==> src/rtl/mem_port_arbiter_if.sv <==
// Core-side fetch and load/store handshakes plus the shared memory bus,
// bundled so the arbiter and its environment connect through one port.
interface mem_port_arbiter_if;
  // Instruction-fetch port
  logic        inst_ena;
  logic [63:0] inst_addr;
  logic [31:0] inst;
  logic        bui_inst_valid;
  logic        inst_ready;
  // Load/store port
  logic [63:0] data_addr;
  logic        we;
  logic        re;
  logic [7:0]  wmask;
  logic [63:0] data_o;
  logic [63:0] data_i;
  logic        mem_finish;
  // Shared memory bus
  logic        bus_valid;
  logic        bus_ready;
  logic        bus_we;
  logic [63:0] bus_addr;
  logic [7:0]  bus_wmask;
  logic [63:0] bus_wdata;
  logic        bus_rvalid;
  logic [63:0] bus_rdata;

  // Arbiter side
  modport slave (
    input  inst_ena, inst_addr, inst_ready,
    input  data_addr, we, re, wmask, data_o,
    input  bus_ready, bus_rvalid, bus_rdata,
    output inst, bui_inst_valid, data_i, mem_finish,
    output bus_valid, bus_we, bus_addr, bus_wmask, bus_wdata
  );

  // Core plus memory side
  modport master (
    output inst_ena, inst_addr, inst_ready,
    output data_addr, we, re, wmask, data_o,
    output bus_ready, bus_rvalid, bus_rdata,
    input  inst, bui_inst_valid, data_i, mem_finish,
    input  bus_valid, bus_we, bus_addr, bus_wmask, bus_wdata
  );
endinterface

==> src/rtl/mem_port_arbiter.sv <==
// Arbitrates the fetch port and the load/store port onto one single-outstanding
// memory bus. Loads/stores win by default; a starvation counter forces a fetch
// after STARVE_LIMIT consecutive data grants. Fetch responses made stale by a
// redirect are dropped. Every output is driven straight from a register.
module mem_port_arbiter #(
  parameter int STARVE_LIMIT = 4,
  parameter int CNT_W        = 3
) (
  input logic               clk,
  input logic               rst,
  mem_port_arbiter_if.slave port
);

  typedef enum logic [2:0] {
    IDLE,
    IF_REQ,
    IF_RESP,
    IF_HOLD,
    LS_REQ,
    LS_RESP,
    LS_DONE
  } state_t;

  localparam logic [CNT_W-1:0] LIMIT = CNT_W'(STARVE_LIMIT);

  state_t            state_q, state_d;
  logic              grant_ls, grant_if;
  logic              redirect;

  logic [63:0]       lat_addr_q;   // address presented on the bus
  logic [63:0]       lat_pc_q;     // unaligned fetch PC, for half-select and redirect compare
  logic              lat_we_q;
  logic [7:0]        lat_wmask_q;
  logic [63:0]       lat_wdata_q;

  logic [CNT_W-1:0]  starve_cnt_q;
  logic              stale_q;

  logic              bus_valid_q;
  logic              mem_finish_q;
  logic              bui_inst_valid_q;
  logic [63:0]       data_i_q;
  logic [31:0]       inst_q;

  // The in-flight fetch no longer matches what the core wants.
  assign redirect = !port.inst_ena || (port.inst_addr != lat_pc_q);

  // Next-state logic: grant in IDLE, then walk the single bus transaction.
  always_comb begin
    // NOTE: every signal gets a default before the case so no path leaves one
    // unassigned, which would otherwise infer a latch.
    state_d  = state_q;
    grant_ls = 1'b0;
    grant_if = 1'b0;
    case (state_q)
      IDLE: begin
        if ((port.re || port.we) && (starve_cnt_q < LIMIT)) begin
          grant_ls = 1'b1;
          state_d  = LS_REQ;
        end else if (port.inst_ena) begin
          grant_if = 1'b1;
          state_d  = IF_REQ;
        end
      end
      IF_REQ:  if (port.bus_ready) state_d = IF_RESP;
      IF_RESP: if (port.bus_rvalid) state_d = (stale_q || redirect) ? IDLE : IF_HOLD;
      IF_HOLD: if (redirect || port.inst_ready) state_d = IDLE;
      LS_REQ:  if (port.bus_ready) state_d = LS_RESP;
      LS_RESP: if (port.bus_rvalid) state_d = LS_DONE;
      LS_DONE: state_d = IDLE;
      default: state_d = IDLE;
    endcase
  end

  // State register and the handshake flags registered from the next state.
  always_ff @(posedge clk) begin
    // NOTE: sequential state uses non-blocking assignments so every register
    // samples the pre-edge values regardless of statement order.
    if (rst) begin
      state_q          <= IDLE;
      bus_valid_q      <= 1'b0;
      mem_finish_q     <= 1'b0;
      bui_inst_valid_q <= 1'b0;
    end else begin
      state_q          <= state_d;
      bus_valid_q      <= (state_d == IF_REQ) || (state_d == LS_REQ);
      mem_finish_q     <= (state_d == LS_DONE);
      bui_inst_valid_q <= (state_d == IF_HOLD);
    end
  end

  // Request latch: the bus sees only these, captured at grant time.
  always_ff @(posedge clk) begin
    // NOTE: the datapath latches are reset too, because the bus outputs they
    // drive must read zero straight out of reset.
    if (rst) begin
      lat_addr_q  <= '0;
      lat_pc_q    <= '0;
      lat_we_q    <= 1'b0;
      lat_wmask_q <= '0;
      lat_wdata_q <= '0;
    end else if (grant_ls) begin
      lat_addr_q  <= port.data_addr;
      lat_we_q    <= port.we;
      lat_wmask_q <= port.we ? port.wmask : 8'h00;
      lat_wdata_q <= port.we ? port.data_o : 64'd0;
    end else if (grant_if) begin
      lat_addr_q  <= {port.inst_addr[63:3], 3'b000};
      lat_pc_q    <= port.inst_addr;
      lat_we_q    <= 1'b0;
      lat_wmask_q <= 8'h00;
      lat_wdata_q <= 64'd0;
    end
  end

  // Starvation counter and stale-fetch flag.
  always_ff @(posedge clk) begin
    if (rst) begin
      starve_cnt_q <= '0;
      stale_q      <= 1'b0;
    end else begin
      if (grant_if || ((state_q == IDLE) && !port.inst_ena))
        starve_cnt_q <= '0;
      else if (grant_ls && port.inst_ena && (starve_cnt_q < LIMIT))
        starve_cnt_q <= starve_cnt_q + CNT_W'(1);

      if (grant_ls || grant_if)
        stale_q <= 1'b0;
      else if (((state_q == IF_REQ) || (state_q == IF_RESP)) && redirect)
        stale_q <= 1'b1;
    end
  end

  // Response capture: load data (zero for store acks) and the selected fetch half.
  always_ff @(posedge clk) begin
    if (rst) begin
      data_i_q <= '0;
      inst_q   <= '0;
    end else begin
      if ((state_q == LS_RESP) && port.bus_rvalid)
        data_i_q <= lat_we_q ? 64'd0 : port.bus_rdata;
      if ((state_q == IF_RESP) && port.bus_rvalid && (state_d == IF_HOLD))
        inst_q <= lat_pc_q[2] ? port.bus_rdata[63:32] : port.bus_rdata[31:0];
    end
  end

  assign port.bus_valid      = bus_valid_q;
  assign port.bus_we         = lat_we_q;
  assign port.bus_addr       = lat_addr_q;
  assign port.bus_wmask      = lat_wmask_q;
  assign port.bus_wdata      = lat_wdata_q;
  assign port.mem_finish     = mem_finish_q;
  assign port.data_i         = data_i_q;
  assign port.bui_inst_valid = bui_inst_valid_q;
  assign port.inst           = inst_q;

endmodule

==> src/flat_wrapper.sv <==
// flat-port wrapper written by rule: the top's interface ports become plain ports
module mem_port_arbiter_flat 
#(
  parameter int STARVE_LIMIT = 4,
  parameter int CNT_W        = 3
)
  (clk, rst, port_inst_ena, port_inst_addr, port_inst_ready, port_data_addr, port_we, port_re, port_wmask, port_data_o, port_bus_ready, port_bus_rvalid, port_bus_rdata, port_inst, port_bui_inst_valid, port_data_i, port_mem_finish, port_bus_valid, port_bus_we, port_bus_addr, port_bus_wmask, port_bus_wdata);
  mem_port_arbiter_if port_i ();
  input logic clk;
  input logic rst;
  input wire logic [$bits(port_i.inst_ena)-1:0] port_inst_ena;
  input wire logic [$bits(port_i.inst_addr)-1:0] port_inst_addr;
  input wire logic [$bits(port_i.inst_ready)-1:0] port_inst_ready;
  input wire logic [$bits(port_i.data_addr)-1:0] port_data_addr;
  input wire logic [$bits(port_i.we)-1:0] port_we;
  input wire logic [$bits(port_i.re)-1:0] port_re;
  input wire logic [$bits(port_i.wmask)-1:0] port_wmask;
  input wire logic [$bits(port_i.data_o)-1:0] port_data_o;
  input wire logic [$bits(port_i.bus_ready)-1:0] port_bus_ready;
  input wire logic [$bits(port_i.bus_rvalid)-1:0] port_bus_rvalid;
  input wire logic [$bits(port_i.bus_rdata)-1:0] port_bus_rdata;
  output wire logic [$bits(port_i.inst)-1:0] port_inst;
  output wire logic [$bits(port_i.bui_inst_valid)-1:0] port_bui_inst_valid;
  output wire logic [$bits(port_i.data_i)-1:0] port_data_i;
  output wire logic [$bits(port_i.mem_finish)-1:0] port_mem_finish;
  output wire logic [$bits(port_i.bus_valid)-1:0] port_bus_valid;
  output wire logic [$bits(port_i.bus_we)-1:0] port_bus_we;
  output wire logic [$bits(port_i.bus_addr)-1:0] port_bus_addr;
  output wire logic [$bits(port_i.bus_wmask)-1:0] port_bus_wmask;
  output wire logic [$bits(port_i.bus_wdata)-1:0] port_bus_wdata;
  assign port_i.inst_ena = port_inst_ena;
  assign port_i.inst_addr = port_inst_addr;
  assign port_i.inst_ready = port_inst_ready;
  assign port_i.data_addr = port_data_addr;
  assign port_i.we = port_we;
  assign port_i.re = port_re;
  assign port_i.wmask = port_wmask;
  assign port_i.data_o = port_data_o;
  assign port_i.bus_ready = port_bus_ready;
  assign port_i.bus_rvalid = port_bus_rvalid;
  assign port_i.bus_rdata = port_bus_rdata;
  assign port_inst = port_i.inst;
  assign port_bui_inst_valid = port_i.bui_inst_valid;
  assign port_data_i = port_i.data_i;
  assign port_mem_finish = port_i.mem_finish;
  assign port_bus_valid = port_i.bus_valid;
  assign port_bus_we = port_i.bus_we;
  assign port_bus_addr = port_i.bus_addr;
  assign port_bus_wmask = port_i.bus_wmask;
  assign port_bus_wdata = port_i.bus_wdata;
  mem_port_arbiter #(.STARVE_LIMIT(STARVE_LIMIT), .CNT_W(CNT_W)) u_core (.clk(clk), .rst(rst), .port(port_i));
endmodule
==> config.mk <==
export PLATFORM = sky130hd
export DESIGN_NAME = mem_port_arbiter_flat
export DESIGN_NICKNAME = d
export VERILOG_FILES = /design/src/rtl/mem_port_arbiter_if.sv /design/src/rtl/mem_port_arbiter.sv /design/src/flat_wrapper.sv
export SDC_FILE = /design/constraint.sdc
export NUM_CORES = 1
export LEC_CHECK = 0
export ABC_AREA = 1
export CAP_MARGIN = 20
export CORE_ASPECT_RATIO = 2
export CORE_UTILIZATION = 30
export DETAILED_ROUTE_END_ITERATION = 6
export HOLD_SLACK_MARGIN = 0.08
export PLACE_DENSITY = 0.55
export SLEW_MARGIN = 5
export SYNTH_ARGS = -nofsm -noshare
export SYNTH_HDL_FRONTEND = slang
export SYNTH_SLANG_ARGS = --single-unit
export TNS_END_PERCENT = 10
==> constraint.sdc <==
create_clock -name clk -period 3.8 [get_ports clk]
set_input_delay 0.95 -clock clk [delete_from_list [all_inputs] [get_ports clk]]
set_output_delay 0.95 -clock clk [all_outputs]
set_load 0.005 [all_outputs]
==> impl_results.md <==
- Run status: complete, no violations
- Routed WL: 50970 µm
- Layout area overhead: 50.70%
- First-pass GRT wire length: 75330 µm
- # fillers: 4271
- Post-synthesis area per instance: 7.128 µm²
- Normalized max-slew margin: 44.67%
- Sequential Power Share: 43.1%
- Setup crit start kind: primary input
- Post-DP HPWL: 37730 µm
- R2r setup slk: 1.62 ns
- Fin Setup TNS: 0 ns
- Maximum vdd drop: 0.3896 mV
- Post-route cell area: 19450 µm²
- Antenna violations before repair: 13
- Mapped Nets: 2084
- Sw frac: 27.47%
- Final worst path period share: 73.55%
- HP Start: u_core.port.bus_addr[51]
- Grt ovf: 0
- Number of global-route vias before repair: 12797
- CTS tree: built
- Final setup margin: 1.005 ns
- HP Class: reg2reg
- Synth Flop Type: dfxtp_1
- Hold Crit Endpoint: u_core.port.bus_addr[51]
- Commonest cells post-synth: nand2_1 (547), dfxtp_1 (307), inv_1 (257)
- Crit-path most repeated cell: nand2_1
- Worst skew pair latency: 0.57 ns
- Pre-CTS WS: 0.3816 ns
- Yosys warns: 0
- Via density: 4.641
- Comb pwr share: 20.3%
- RSZ-0062 raised after global routing: no
- Routed Antenna Nets: 0
- Starting Density: 30.32%
- Clock-pin slew on the worst setup and hold paths: 0.07 ns
- Power per cell area: 427.9 nW/µm²
- Fraction of registers with async set/reset: 0%
- Post-synth EDFFs: 0
- DP Area: 18450 µm²
- Worst slew pin tran: 0.8300 ns
- Die footprint: 43910 µm²
- Worst Clk Skew: 0.01779 ns
- Syn Std Cell Area: 12910 µm²
- Share of the synthesized area in the top cell type: 47.61%
- Slew Viols, Final: 0
- CP required: 4.29 ns
- Die Ht: 295.4 µm
- Hold Crit Depth: 2
- Post_cts resized: 0
- Net Switching: 0.002287 W
- Clock power share: 36.6%
- Post-synthesis register bit count: 307
- Residual DRC: 0
- Wire length per cell: 17.97 µm
- Port Buffers: 507
- Max Cap Viol: 0
- Kind of critical path: in2reg
- Final nets: 2535
- Reg-to-reg endpoint: u_core.port.inst[8]
- Total power draw: 0.008324 W
- CTS Hold Bufs: 0
- R2r worst-path depth: 15
- Clk sinks: 307
- Die W: 148.7 µm
- Synth top area cells: dfxtp_1 (48%), nand2_1 (16%), inv_1 (7.5%), o21ai_0 (7.2%), a21oi_1 (6.1%)
- Placed Cells: 2775
- Synth cell types: 36
- H-tree Lvls: 1
- Placer Congestion: 0.8896
- Final-report setup violation count: 0
- Cell-internal power: 0.006037 W
- DR iter-0 viols: 510
- Longest Clk Path Bufs: 3
- Crit path largest cell delay: 0.63 ns
- Post-route minimum period: 2.795 ns
- Crit. End Element: register
- Worst-path fanout max: 35
- Arrival @ worst endpoint: 3.29 ns
- Ports: 508
- Mapped Cells: 1811
- Share of cells above drive strength 1: 3.683%
- Total GRT Usage: 22.48%
- DRT Pass-1 Iters: 5
- Reg2reg start: u_core.lat_pc_q[6]
- Crit-path cells: clkdlybuf4s50_1, nand2_1, nor2_1, nand2_1, nor2_1, nand2_1, nor2_2, nand3_2, nor2_4, nand2_4, buf_4, nand2_1, nand2_1, a21oi_1
- Fmax: 357.8 MHz
- Most frequent cell after synthesis: nand2_1
- Pleak: 7.996 nW
- Slowest cell on the critical path: clkdlybuf4s50_1
- DR vias: 13161
- Fin. Hold Viols: 0
- Top cell type by total area after synthesis: dfxtp_1
- Total CTS buffers: 30
- Site Rows: 107
- Post-CTS setup buffers: 0
- Non-filler cells, final: 2836
- Seq/Total Area, Yosys: 47.61%
- Root Buffer: clkbuf_16
- Largest net degree at the start of global routing: 110
- Core Region: 42570 µm²
stage by stage:
stage               hold WS [ns]  utilization [%]
floorplan                 0.4314                -
global placement          0.4371            43.33
detailed placement        0.4436            43.33
CTS                       0.4596            45.64
global route              0.4791            45.69
finish                    0.4538            45.69
cell usage in the layout (no fill, tap or decap), types with 8 or more instances in the layout:
cell type,n
diode_2,10
xnor2_1,8
nand3_1,23
dfxtp_1,306
buf_4,13
nor2_1,70
nand2_1,546
clkbuf_16,31
a21oi_1,158
nand4_1,66
inv_1,255
mux2i_1,35
o21ai_0,186
clkdlybuf4s50_1,505
power groups by stage:
stage                     Clock, W  Sequential, W  Combinational (W)
after global placement           0        0.00365            0.00170
after global routing       0.00327        0.00362            0.00185
after CTS                  0.00314        0.00359            0.00172
final                      0.00304        0.00359            0.00169
after detailed placement         0        0.00366            0.00171
after floorplan                  0        0.00366           0.000680
per-layer routing:
layer / wire length (µm) / global-route usage, % / vias to the layer above
met2: 27380 / 42.53 / 445
li1: - / - / 6627
met1: 18780 / 23.96 / 6016
met5: 42 / 0 / -
met4: 1600 / 8.926 / 6
met3: 3172 / 4.306 / 67
worst max path at each step:
| stage | from | endpoint |
|---|---|---|
| 2_1_floorplan | port_inst_addr[9] | u_core.port.inst[10] |
| 3_3_place_gp | port_inst_ena | u_core.port.inst[27] |
| 3_5_place_dp | port_inst_ena | u_core.port.inst[8] |
| 4_1_cts | port_inst_ena | u_core.port.inst[8] |
| 5_1_grt | port_inst_ena | u_core.port.inst[10] |
| 6_report | port_inst_ena | u_core.port.inst[8] |
flip-flops by register name (all words and copies together), names as in the netlist:
name,flops
u_core.port.bus_addr,64
u_core.port.bus_we,1
u_core.port.bus_wdata,64
u_core.state_q,3
u_core.port.mem_finish,1
u_core.stale_q,1
u_core.starve_cnt_q,3
u_core.port.bui_inst_valid,1
u_core.port.inst,32
u_core.port.bus_valid,1
u_core.port.data_i,64
u_core.port.bus_wmask,8
u_core.lat_pc_q,64
cell families (layout without fill, tap and decap cells):
family,after synthesis,in the layout,synth area share (%)
buf+inv,368,838,11.27
simple gates,728,728,23.26
other cells,0,10,0
compound gates,361,361,14.30
flops,307,307,47.61
fa+ha+maj,1,1,0.09691
xor+xnor,11,11,0.7464
mux,35,35,2.714
worst max-delay path: cells and delay by family:
kind            cells  cell delay (ns)
simple gates       11             1.26
compound gates      1             0.16
buf+inv             2             0.91
cell type report:
class                   count  area [µm²]  share of cell area (%)
diodes                     10       25.02                  0.1286
clock buffers              45       898.4                   4.618
clock inverters             6       83.83                  0.4309
inverters                 261       982.2                   5.049
multi-input cells        1136        5338                   27.44
flip-flops and latches    307        6147                   31.60
well taps                 545       681.9                   3.505
repair buffers            526        5298                   27.23
Note: power is estimated with default switching activity, not from simulation.
